**src/rtl/if_pkg.sv**
```systemverilog
// rtl/if_pkg.sv - shared constants and types for the instruction-fetch stage
//   INSTR_W / PC_STEP : instruction width and sequential PC increment
//   redir_sel_e       : which redirect source won arbitration
//   fq_entry_t        : one prefetch-queue slot {pc, instr}
package if_pkg;

    localparam int INSTR_W  = 32;
    localparam int PC_STEP  = 4;
    // Widest PC a queue entry can carry; narrower PCs are zero-extended.
    localparam int PC_W_MAX = 32;

    typedef enum logic [1:0] {
        NONE = 2'd0,
        BR   = 2'd1,
        J    = 2'd2,
        JR   = 2'd3
    } redir_sel_e;

    typedef struct packed {
        logic [PC_W_MAX-1:0] pc;
        logic [INSTR_W-1:0]  instr;
    } fq_entry_t;

endpackage

```
**src/rtl/inst_rom_sync.sv**
```systemverilog
// rtl/inst_rom_sync.sv - synchronous instruction ROM with registered output
//   clk  : rising-edge clock
//   addr : word address, sampled every edge
//   dout : word at the address sampled on the previous edge
// Contents come from INIT, a flat image built from the program hex file
// (word k occupies bits [k*INSTR_W +: INSTR_W]).
module inst_rom_sync
    import if_pkg::*;
#(
    parameter int                               ROM_AW = 6,
    parameter logic [(2**ROM_AW)*INSTR_W-1:0]   INIT   = '0
) (
    input  logic                clk,
    input  logic [ROM_AW-1:0]   addr,
    output logic [INSTR_W-1:0]  dout
);

    localparam int WORD_SH = $clog2(INSTR_W);

    logic [INSTR_W-1:0] dout_d;
    logic [INSTR_W-1:0] dout_q;

    always_comb begin
        dout_d = INIT[{addr, {WORD_SH{1'b0}}} +: INSTR_W];
    end

    // Read data needs no reset: the fetch stage only looks at it while a
    // fetch is in flight.
    always_ff @(posedge clk) begin
        dout_q <= dout_d;
    end

    assign dout = dout_q;

endmodule

```
**src/rtl/if_fetch_queue.sv**
```systemverilog
// rtl/if_fetch_queue.sv - instruction fetch: PC, redirect select, ROM and prefetch queue
//   clk, reset (async, active-low)
//   branch_taken/jump/jump_reg + branch_addr/jump_addr/jr_addr : redirect requests
//   id_ready    : ID consumes the head this cycle
//   if_valid    : head instruction present
//   instr_out, pc_out, next_pc_out : head contents, all zero when if_valid=0
module if_fetch_queue
    import if_pkg::*;
#(
    parameter int                             PC_W     = 32,
    parameter int                             ROM_AW   = 6,
    parameter int                             DEPTH    = 2,
    parameter logic [PC_W-1:0]                RESET_PC = '0,
    parameter logic [(2**ROM_AW)*INSTR_W-1:0] ROM_INIT = '0
) (
    input  logic               clk,
    input  logic               reset,
    input  logic               branch_taken,
    input  logic               jump,
    input  logic               jump_reg,
    input  logic [PC_W-1:0]    branch_addr,
    input  logic [PC_W-1:0]    jump_addr,
    input  logic [PC_W-1:0]    jr_addr,
    input  logic               id_ready,
    output logic               if_valid,
    output logic [INSTR_W-1:0] instr_out,
    output logic [PC_W-1:0]    pc_out,
    output logic [PC_W-1:0]    next_pc_out
);

    localparam int                PTR_W    = (DEPTH > 1) ? $clog2(DEPTH) : 1;
    localparam int                CNT_W    = $clog2(DEPTH + 1);
    localparam int                OCC_W    = CNT_W + 1;
    localparam logic [PTR_W-1:0]  LAST_PTR = PTR_W'(DEPTH - 1);
    localparam logic [CNT_W-1:0]  FULL_CNT = CNT_W'(DEPTH);

    logic [PC_W-1:0]    pc_q, pc_d;
    logic [PC_W-1:0]    ipc_q, ipc_d;        // PC of the fetch in flight
    logic               inflight_q, inflight_d;
    logic [CNT_W-1:0]   count_q, count_d;
    logic [PTR_W-1:0]   rd_ptr_q, rd_ptr_d;
    logic [PTR_W-1:0]   wr_ptr_q, wr_ptr_d;
    fq_entry_t          mem_q [DEPTH];
    fq_entry_t          mem_d [DEPTH];

    logic [INSTR_W-1:0] rom_dout;
    redir_sel_e         redir_sel;
    logic               redirect;
    logic [PC_W-1:0]    redir_target;
    fq_entry_t          newest;
    fq_entry_t          head;
    logic               head_valid;
    logic               pop, q_pop, bypass, push, issue;
    logic [OCC_W-1:0]   occ, lim;

    function automatic logic [PTR_W-1:0] ptr_inc(input logic [PTR_W-1:0] p);
        return (p == LAST_PTR) ? '0 : p + PTR_W'(1);
    endfunction

    inst_rom_sync #(
        .ROM_AW (ROM_AW),
        .INIT   (ROM_INIT)
    ) u_rom (
        .clk  (clk),
        .addr (pc_q[ROM_AW+1:2]),
        .dout (rom_dout)
    );

    always_comb begin
        if (jump_reg) begin
            redir_sel = JR;
        end else if (jump) begin
            redir_sel = J;
        end else if (branch_taken) begin
            redir_sel = BR;
        end else begin
            redir_sel = NONE;
        end
        case (redir_sel)
            JR:      redir_target = jr_addr;
            J:       redir_target = jump_addr;
            BR:      redir_target = branch_addr;
            default: redir_target = '0;
        endcase
        redirect = (redir_sel != NONE);
    end

    // Head: oldest queued entry, else the ROM word arriving this cycle.
    always_comb begin
        newest.pc    = PC_W_MAX'(ipc_q);
        newest.instr = rom_dout;
        head         = '0;
        head_valid   = 1'b0;
        if (count_q != '0) begin
            head       = mem_q[rd_ptr_q];
            head_valid = 1'b1;
        end else if (inflight_q) begin
            head       = newest;
            head_valid = 1'b1;
        end
    end

    always_comb begin
        pop    = head_valid & id_ready;
        q_pop  = pop & (count_q != '0);
        bypass = pop & (count_q == '0);
        push   = inflight_q & ~bypass;
        // Issue only while a slot is guaranteed for the result, counting the
        // slot freed by this cycle's pop.
        occ    = OCC_W'(count_q) + OCC_W'(inflight_q);
        lim    = OCC_W'(DEPTH) + OCC_W'(pop);
        issue  = (occ < lim);
    end

    always_comb begin
        pc_d       = pc_q;
        ipc_d      = ipc_q;
        inflight_d = 1'b0;
        count_d    = count_q;
        rd_ptr_d   = rd_ptr_q;
        wr_ptr_d   = wr_ptr_q;
        mem_d      = mem_q;
        if (redirect) begin
            // The fetch started this cycle is wrong-path; drop it with the queue.
            pc_d     = redir_target;
            count_d  = '0;
            rd_ptr_d = '0;
            wr_ptr_d = '0;
        end else begin
            if (issue) begin
                pc_d       = pc_q + PC_W'(PC_STEP);
                ipc_d      = pc_q;
                inflight_d = 1'b1;
            end
            if (push) begin
                mem_d[wr_ptr_q] = newest;
                wr_ptr_d        = ptr_inc(wr_ptr_q);
            end
            if (q_pop) begin
                rd_ptr_d = ptr_inc(rd_ptr_q);
            end
            count_d = count_q + CNT_W'(push) - CNT_W'(q_pop);
        end
    end

    always_ff @(posedge clk or negedge reset) begin
        if (!reset) begin
            pc_q       <= RESET_PC;
            ipc_q      <= '0;
            inflight_q <= 1'b0;
            count_q    <= '0;
            rd_ptr_q   <= '0;
            wr_ptr_q   <= '0;
            for (int i = 0; i < DEPTH; i++) begin
                mem_q[i] <= '0;
            end
        end else begin
            pc_q       <= pc_d;
            ipc_q      <= ipc_d;
            inflight_q <= inflight_d;
            count_q    <= count_d;
            rd_ptr_q   <= rd_ptr_d;
            wr_ptr_q   <= wr_ptr_d;
            mem_q      <= mem_d;
        end
    end

    a_no_overflow: assert property (@(posedge clk) disable iff (!reset)
        !(push && (count_q == FULL_CNT)));

    assign if_valid    = head_valid;
    assign instr_out   = head.instr;
    assign pc_out      = head.pc[PC_W-1:0];
    assign next_pc_out = head_valid ? (head.pc[PC_W-1:0] + PC_W'(PC_STEP)) : '0;

endmodule
```
**config.mk**
```make
export PLATFORM = sky130hd
export DESIGN_NAME = if_fetch_queue
export DESIGN_NICKNAME = d
export VERILOG_FILES = /design/src/rtl/if_pkg.sv /design/src/rtl/inst_rom_sync.sv /design/src/rtl/if_fetch_queue.sv
export SDC_FILE = /design/constraint.sdc
export NUM_CORES = 1
export LEC_CHECK = 0
export ABC_AREA = 1
export CAP_MARGIN = 30
export CORE_UTILIZATION = 50
export DETAILED_ROUTE_END_ITERATION = 10
export GPL_TIMING_DRIVEN = 0
export PLACE_DENSITY_LB_ADDON = 0.08
export SYNTH_ARGS = -nofsm -noshare
export SYNTH_HDL_FRONTEND = slang
export SYNTH_HIERARCHICAL = 1
export SYNTH_SLANG_ARGS = --single-unit
```
**constraint.sdc**
```tcl
create_clock -name clk -period 4.55 [get_ports clk]
set_clock_uncertainty 0.15 [all_clocks]
set_input_delay 0.455 -clock clk [delete_from_list [all_inputs] [get_ports clk]]
set_output_delay 0.455 -clock clk [all_outputs]
set_load 0.005 [all_outputs]
```
After elaboration in Yosys (flattened, before gate mapping)
Index checks and enable logic that the tools add are counted.
{"block": "totals", "reg_bits": 229, "inputBits": 102, "elab_cells": 70}
{"block": "op_classes", "add_sub_neg": 8, "magnitude_cmp": 4, "eq_ne": 3, "n_shift": 1, "n_mux": 26, "n_bitwise": 8, "n_reduce_logical": 9}
{"operator": "$shiftx A2048 B12 Y32 const A", "count": 1}
{"operator": "$mux W64", "count": 6}
{"operator": "$bwmux W128", "count": 1}
{"operator": "$mux W32", "count": 3}
{"operator": "$pmux W32 S3", "count": 1}
{"operator": "$add A32 B3 Y32 const B", "count": 2}
{"operator": "$demux W64 S1", "count": 1}
{"operator": "$mux W1", "count": 11}
{"operator": "$reduce_bool A2 Y1", "count": 5}
{"operator": "$mux W2", "count": 3}
{"operator": "$and A1 B1 Y1", "count": 4}
{"operator": "$eq A2 B2 Y1 const B", "count": 2}
{"operator": "$ge A2 B2 Y1 const B", "count": 2}
{"operator": "$not A1 Y2", "count": 2}
{"operator": "$reduce_and A2 Y1", "count": 2}
{"operator": "$add A2 B1 Y3", "count": 1}
{"operator": "$add A2 B1 Y3 const A", "count": 1}
{"operator": "$lt A3 B3 Y1", "count": 1}
{"operator": "$add A1 B1 Y1 const B", "count": 2}
{"operator": "$add A2 B1 Y2", "count": 1}
{"operator": "$eq A2 B1 Y1 const B", "count": 1}
{"operator": "$logic_not A2 Y1", "count": 1}
{"operator": "$lt A2 B1 Y1 const B", "count": 1}
{"operator": "$not A1 Y1", "count": 2}
{"operator": "2 further kinds", "count": 2}

Longest topological paths before layout
Gate-level depths: netlist of the first run.
{"block": "depth", "ltp_word": 9, "ltp_mapped": 15, "depth_no_buf": 14}

Hierarchy
Netlist of the first run, hierarchy kept.
{"module": "if_fetch_queue", "n_inst": 1, "cells_per_inst": 1608, "area_each_um2": 11405.9, "seq_area_each_um2": 4929.7}
{"module": "inst_rom_sync", "n_inst": 1, "cells_per_inst": 33, "area_each_um2": 244.0, "seq_area_each_um2": 0.0}

Least setup slack after synthesis of the first run
OpenSTA, ideal clock, no wires.
{"block": "synth_timing", "path_kind": "reg2out", "startpoint": "register rd_ptr_q", "endpoint": "output next_pc_out[26]", "t_arrival_ns": 1.810, "t_required_ns": 3.945, "setup_slack_ns": 2.135, "path_stages_with_launch": 16, "path_buffers": 1, "cell_sequence": "dfrtp_1 inv_2 buf_4 nand2_1 nand2_1 nand2_1 o21ai_2 ha_1 inv_1 nor2_2 nand2_1 nor2_4 nand2_1 nand2_1 nand2_1 inv_1"}
{"block": "synth_via", "elab_chain_cells": 7}
{"item": "from (decl)", "line_no": "if_fetch_queue.sv:41", "rtl": "logic [PTR_W-1:0] rd_ptr_q, rd_ptr_d;"}
{"item": "from (signal assigned)", "line_no": "if_fetch_queue.sv:162", "rtl": "rd_ptr_q <= rd_ptr_d;"}
{"item": "$not A1 Y2 (implied by the code)", "line_no": "if_fetch_queue.sv:95", "rtl": "head = mem_q[rd_ptr_q];"}
{"item": "$mux W64 (implied by the code) (3 in a row)", "line_no": "if_fetch_queue.sv:95"}
{"item": "$mux W64", "line_no": "if_fetch_queue.sv:94", "rtl": "if (count_q != '0) begin"}
{"item": "named net pc_out[2]", "line_no": "if_fetch_queue.sv:27", "rtl": "output logic [PC_W-1:0] pc_out,"}
{"item": "$add A32 B3 Y32", "line_no": "if_fetch_queue.sv:174", "rtl": "assign next_pc_out = head_valid ? (head.pc[PC_W-1:0] + PC_W'(PC_STEP)) : '0;"}
{"item": "$mux W32", "line_no": "if_fetch_queue.sv:174"}
{"item": "to (decl)", "line_no": "if_fetch_queue.sv:28", "rtl": "output logic [PC_W-1:0] next_pc_out"}
The timed path passes the listed nets, and every way through them passes these cells. The select of a mux whose other input is x is not followed.

Worst setup path in the final report of the first run
{"block": "layout_timing", "startpoint": "register rd_ptr_q", "endpoint": "output next_pc_out[22]"}
{"block": "layout_via", "elab_chain_cells": 7}
{"item": "$not A1 Y2 (implied by the code)", "line_no": "if_fetch_queue.sv:95"}
{"item": "$mux W64 (implied by the code) (3 in a row)", "line_no": "if_fetch_queue.sv:95"}
{"item": "$mux W64", "line_no": "if_fetch_queue.sv:94"}
{"item": "$add A32 B3 Y32", "line_no": "if_fetch_queue.sv:174"}
{"item": "$mux W32", "line_no": "if_fetch_queue.sv:174"}
Every way passes these cells. The select of a mux whose other input is x is not followed.

==> metrics.md, run 1 <==
| Metric | Value |
|---|---|
| Final instance area | 0.0148 mm^2 |
| DRC Markers | 0 |
| Predominant post-synthesis flop cell | dfrtp_1 |
| Post-CTS resize count | 0 |
| Most frequent cell after synthesis | nand2_1 |
| Vias in the first global route | 10700 |
| Dominant cell type by area after synthesis | dfrtp_1 |
| Largest net degree at the start of global routing | 110 |
| Max-cap violations | 0 |
| Initial Utilization | 0.511 |
| R2R depth | 10 |
| Placed Instance Area | 0.0142 mm^2 |
| Reg-to-reg endpoint | pc_q[24] |
| Synth area leaders | dfrtp_1 (42%), nand2_1 (15%), o21ai_0 (9.2%), inv_1 (6.6%), nand3_1 (4.2%) |
| Clk root buf | clkbuf_16 |
| Crit end category | output port |
| Worst-Skew Late Latency | 0.45 ns |
| GPL Wtd Cong | 0.963 |
| Hold path startpoint | mem_q[68] |
| R2R Setup Slk | 2.07 ns |
| Die height | 155 um |
| H-tree depth | 4 |
| Fmax | 0.268 GHz |
| CP max stage delay | 0.49 ns |
| Hold Vio Cnt, Final | 0 |
| Port Buffers | 197 |
| EDFF count, synth | 0 |
| Io pins | 199 |
| Final Max Slew Viols | 0 |
| VDD IR max | 257 uV |
| FILL cells | 2123 |
| Leakage Power | 6.85 nW |
| Clock-pin slew on the worst setup and hold paths | 0.08 ns |
| Clock buffer depth | 2 |
| Post-route antenna net violation count | 0 |
| Crit path DAT | 3.12 ns |
| RSZ-0062 raised after global routing | no |
| First-pass GRT wire length | 54500 um |
| CP max stage cell | clkdlybuf4s50_1 |
| Worst slew margin | 0.539 |
| Initial DRT Pass Iterations | 7 |
| Period utilisation layout | 0.819 |
| Avg WL per Cell | 15.2 um |
| Full die area | 0.0239 mm^2 |
| Detailed Route WL | 33600 um |
| Vias post-DR | 11200 |
| Measured slew at the worst slew-check pin | 0.692 ns |
| Cell area after synthesis | 0.0116 mm^2 |
| Grt ovf | 0 |
| Top post-synthesis cells by count | nand2_1 (469), o21ai_0 (215), inv_1 (206) |
| Post-Synthesis Cells | 1641 |
| Vias per inst | 5.07 |
| Number of library cell types mapped by synthesis | 38 |
| Postcts setup bufs | 0 |
| CP Data Required Time | 3.94 ns |
| Gr usage total | 0.290 |
| DRT iter0 DRCs | 707 |
| Ys Warns | 6 |
| CP most frequent cell | nand2_1 |
| Initial antenna violation count | 0 |
| Die X | 155 um |
| Num CTS Buffers | 17 |
| Crit-path cells | inv_2, buf_4, nand2_1, nand2_1, nand2_1, o21ai_2, ha_1, inv_1, nor2_2, nand2_1, nor2_4, nand2_1, nand2_1, nand2_1, inv_1, clkdlybuf4s50_1 |
| Core area | 0.0228 mm^2 |
| Final Instance Count excl. Fillers | 2216 |
| Nets | 1998 |
| Final min period | 3.73 ns |
| Num rows | 55 |
| CTS tree | built |
| Placed insts | 2183 |
| Avg Inst Size Synth | 7.10 um^2 |
| Clk sink count | 197 |
| Status | completed |
| CTS hold repair buffers | 1 |
| Min-Delay Path Class | reg2reg |
| Crit-path max FO | 10 |
| Post-synth ARST share | 1.00 |
| Worst Hold End | mem_q[68] |
| WHS Path Cells | 2 |
| Post-synth top area share | 0.423 |
| Final setup viols | 0 |
| Share of cells above drive strength 1 | 0.0899 |
| Largest delay share family, worst path | buffers and inverters |
| Antenna diode count | 0 |
| PD cells | 287 mW/mm^2 |
| CP Class | reg2out |
| Synth Register Bits | 197 |
| Sequential-to-total area share from yosys stat | 0.423 |
| Area Overhead vs Synth | 27.0% |
| CP startpoint | rd_ptr_q |
| Worst Path Buf+Inv | 5 |
| Type of origin of the critical path | flop |
| Post-DP HPWL | 25300 um |
| Reg2reg start | pc_q[3] |
logic make-up after synthesis:
kind of cell | count (synthesis) | share of synthesized area
and+or+nand+nor | 787 | 0.291
xor gates and xnor gates | 23 | 0.0173
AOI/OAI and AO/OA | 304 | 0.139
buffers and inverters | 323 | 0.123
adders and majority gates | 6 | 0.00644
other | 1 | 0.000322
DFF | 197 | 0.423
registers in the layout, summed over array words and instances (netlist names):
name and count:
pc_q 32, inflight_q 1, mem_q 128, ipc_q 32, rd_ptr_q 1, wr_ptr_q 1, count_q 2
cells in the final DEF (no fill, tap or decap), types with 5 or more instances in the layout:
cell type        count
a21oi_1             33
buf_2               27
buf_4               36
clkbuf_1            43
clkbuf_16           17
clkdlybuf4s50_1    196
clkinv_8             6
conb_1              32
dfrtp_1            197
ha_1                 6
inv_1              206
nand2_1            469
nand2_2             26
nand2_4              5
nand3_1             97
nand3_2              8
nand4_1             11
nor2_1             124
nor2_2              20
nor3_1              18
o21ai_0            215
o22ai_1             38
xnor2_1              5
xor2_1              18
final cells by class:
| cell class | count | area (um^2) | area share |
|---|---|---|---|
| Buffer | 115 | 647 | 0.0437 |
| Clock inverter | 14 | 180 | 0.0122 |
| Multi-Input combinational cell | 1152 | 5410 | 0.366 |
| Sequential cell | 197 | 4930 | 0.333 |
| Timing Repair Buffer | 199 | 2010 | 0.136 |
| Inverter | 208 | 781 | 0.0528 |
| Clock buffer | 18 | 439 | 0.0297 |
| Tap cell | 313 | 392 | 0.0265 |
how the worst max path moves through the flow:
stage,cells after the start,to,slack (ns)
2_1_floorplan,15,next_pc_out[26],2.14
3_3_place_gp,1,pc_q[21],-5.44
3_5_place_dp,16,next_pc_out[22],1.28
4_1_cts,16,next_pc_out[22],0.80
5_1_grt,16,next_pc_out[22],0.63
6_report,16,next_pc_out[22],0.82
layer usage:
layer,wire [um],GRT usage,share of wire,up-vias
li1,-,-,-,5641
met1,15300,0.394,0.46,5152
met2,15700,0.485,0.47,385
met3,1840,0.0378,0.055,51
met4,713,0.0877,0.021,0
met5,0,0,0,-
per-stage QoR:
stage                     power (mW)  utilization  hold WS, ns  setup slack [ns]  TNS (ns)
after CTS                       4.25        0.649        0.337             0.803         0
after floorplan                 2.40            -      0.00941              2.14         0
after global routing            4.43        0.649        0.358             0.626         0
final                           4.24        0.649        0.335             0.825         0
after global placement          2.69        0.620        0.310             -5.44  -1067.71
after detailed placement        2.71        0.622        0.318              1.28         0
report_power, final:
| group | total (mW) | internal [mW] | switching, mW |
|---|---|---|---|
| Sequential | 2.06 | 1.92 | 0.137 |
| Clock | 1.55 | 0.765 | 0.786 |
| Combinational | 0.633 | 0.292 | 0.341 |
| Total | 4.24 | 2.98 | 1.26 |
tightest hold or removal path, stage by stage, from the launching register on:
cell     delay, ns
dfrtp_1       0.34
nand2_1       0.05
o21ai_0       0.06
(Power assumes the default switching activity.)
==> run 2, diff against run 1 <==
==> constraint.sdc (replaced) <==
create_clock -name clk -period 3.15 [get_ports clk]
set_clock_uncertainty 0.15 [all_clocks]
set_input_delay 0.315 -clock clk [delete_from_list [all_inputs] [get_ports clk]]
set_output_delay 0.315 -clock clk [all_outputs]
set_load 0.005 [all_outputs]
==> metrics.md, run 2 (synthesized netlist as in run 1, its figures left out) <==
| Metric | Value |
|---|---|
| Combinational share of power | 0.155 |
| Post-route antenna net violation count | 0 |
| First-pass GRT wire length | 55600 um |
| Share of cells above drive strength 1 | 0.142 |
| DRT iter0 DRCs | 833 |
| WHS | 0.292 ns |
| CP Class | reg2out |
| H-tree depth | 4 |
| Clock buffer depth | 2 |
| Initial DRT Pass Iterations | 6 |
| Initial antenna violation count | 0 |
| Io pins | 199 |
| Nets | 2050 |
| Fmax | 0.311 GHz |
| Period utilisation layout | 1.02 |
| Avg WL per Cell | 15.5 um |
| Full die area | 0.0239 mm^2 |
| Vias per inst | 5.13 |
| Detailed Route WL | 35100 um |
| Die height | 155 um |
| WHS Path Cells | 6 |
| Final min period | 3.22 ns |
| Initial Utilization | 0.511 |
| Area Overhead vs Synth | 34.3% |
| Measured slew at the worst slew-check pin | 0.697 ns |
| DRC Markers | 0 |
| Final instance area | 0.0156 mm^2 |
| Leakage Power | 7.49 nW |
| Type of origin of the critical path | flop |
| Min-Delay Path Class | in2reg |
| CTS tree | built |
| Largest register FFs | 128 |
| Hold Vio Cnt, Final | 0 |
| Most frequent cells in the layout | nand2_1 (445), o21ai_0 (215), inv_1 (204) |
| Largest register by flop count | mem_q |
| Status | complete, but fails checks |
| Clk sink count | 197 |
| Gr usage total | 0.296 |
| Num CTS Buffers | 17 |
| Worst slew margin | 0.535 |
| Worst-Skew Late Latency | 0.45 ns |
| Int Power | 4.32 mW |
| GPL Wtd Cong | 0.963 |
| Switch share | 0.300 |
| Placed Instance Area | 0.0142 mm^2 |
| R2R Setup Slk | 0.59 ns |
| Failing checks | negative setup slack |
| Port Buffers | 197 |
| Clk pwr share | 0.363 |
| Setup WS post-layout | -0.0669 ns |
| Top flop regs | mem_q: 128 flops, ipc_q: 32 flops, pc_q: 32 flops |
| RSZ-0062 raised after global routing | yes |
| Clk root buf | clkbuf_16 |
| Commonest non-fill, non-tap cell in the layout | nand2_1 |
| Post-DP HPWL | 25300 um |
| FILL cells | 2005 |
| Max-cap violations | 0 |
| Crit-path max FO | 7 |
| Crit path DAT | 2.75 ns |
| Die X | 155 um |
| Core area | 0.0228 mm^2 |
| Num rows | 55 |
| Final setup viols | 3 |
| Crit end category | output port |
| Seq pwr share | 0.482 |
| Grt ovf | 0 |
| Largest net degree at the start of global routing | 110 |
| Antenna diode count | 0 |
| Vias post-DR | 11600 |
| VDD IR max | 373 uV |
| Switching pwr | 1.85 mW |
| Vias in the first global route | 10900 |
| Final Max Slew Viols | 0 |
| PD cells | 395 mW/mm^2 |
| Clock-pin slew on the worst setup and hold paths | 0.08 ns |
| R2R depth | 12 |
| CP Data Required Time | 2.68 ns |
run 2: layout make-up:
cell class                      instances  area, um^2  share of cell area
Buffer                                115         718              0.0459
Multi-Input combinational cell       1152        5730               0.366
Inverter                              208         783              0.0501
Tap cell                              313         392              0.0250
Clock buffer                           18         439              0.0281
Sequential cell                       197        4930               0.315
Timing Repair Buffer                  251        2480               0.158
Clock inverter                         14         180              0.0115
run 2: worst paths after layout:
path / from / endpoint
max: count_q[0] / next_pc_out[31]
min: jump_reg / pc_q[21]
max reg2reg: inflight_q / pc_q[15]
min reg2reg: mem_q[77] / mem_q[77]
max in group asynchronous: reset / count_q[1]
min in group asynchronous: reset / mem_q[8]
run 2: critical path: stages (launching register included):
cell and delay, ns:
dfrtp_1 0.43, nor2_4 0.17, buf_8 0.17, clkbuf_16 0.16
nand3_2 0.08, nand2_4 0.12, nand2_4 0.09, nor2_4 0.14
nand2_2 0.10, nor2_4 0.13, nand2_1 0.07, nand2_1 0.06
nand2_1 0.05, inv_1 0.05, clkdlybuf4s50_1 0.49
run 2: timing repair:
item	CTS	global route
setup endpoints to repair	55	49
buffers inserted	28	20
hold endpoints to repair	88	0
gates cloned	2	2
pin swaps	17	22
hold buffers	1	0
gates resized for setup	71	59
run 2: metrics by stage:
| stage | util | std cells | worst slack, ns | total power, mW | setup TNS, ns |
|---|---|---|---|---|---|
| after global routing | 0.687 | 2268 | -0.186 | 6.45 | -1.06 |
| final | 0.687 | 2268 | -0.0669 | 6.18 | -0.0943 |
| after CTS | 0.670 | 2246 | -0.0326 | 6.16 | -0.218 |
| after global placement | 0.620 | 2182 | -6.70 | 3.89 | -1315.93 |
| after detailed placement | 0.622 | 2183 | 0.0235 | 3.92 | 0 |
| after floorplan | - | 1672 | 0.875 | 3.46 | 0 |
run 2: power groups by stage:
stage	Sequential [mW]	Clock (mW)	Combinational, mW
2_1_floorplan	2.95	0	0.516
3_3_place_gp	3.01	0	0.884
3_5_place_dp	3.01	0	0.906
4_1_cts	2.97	2.26	0.935
5_1_grt	3.01	2.36	1.08
6_report	2.98	2.25	0.957
run 2: layer usage:
layer  part of all wire  wire (um)  vias to the layer above  track usage
li1                   -          -                     5750            -
met1               0.45      15800                     5410        0.397
met2               0.47      16700                      421        0.496
met3              0.057       1990                       53       0.0412
met4              0.020        717                        0       0.0934
met5                  0          0                        -            0
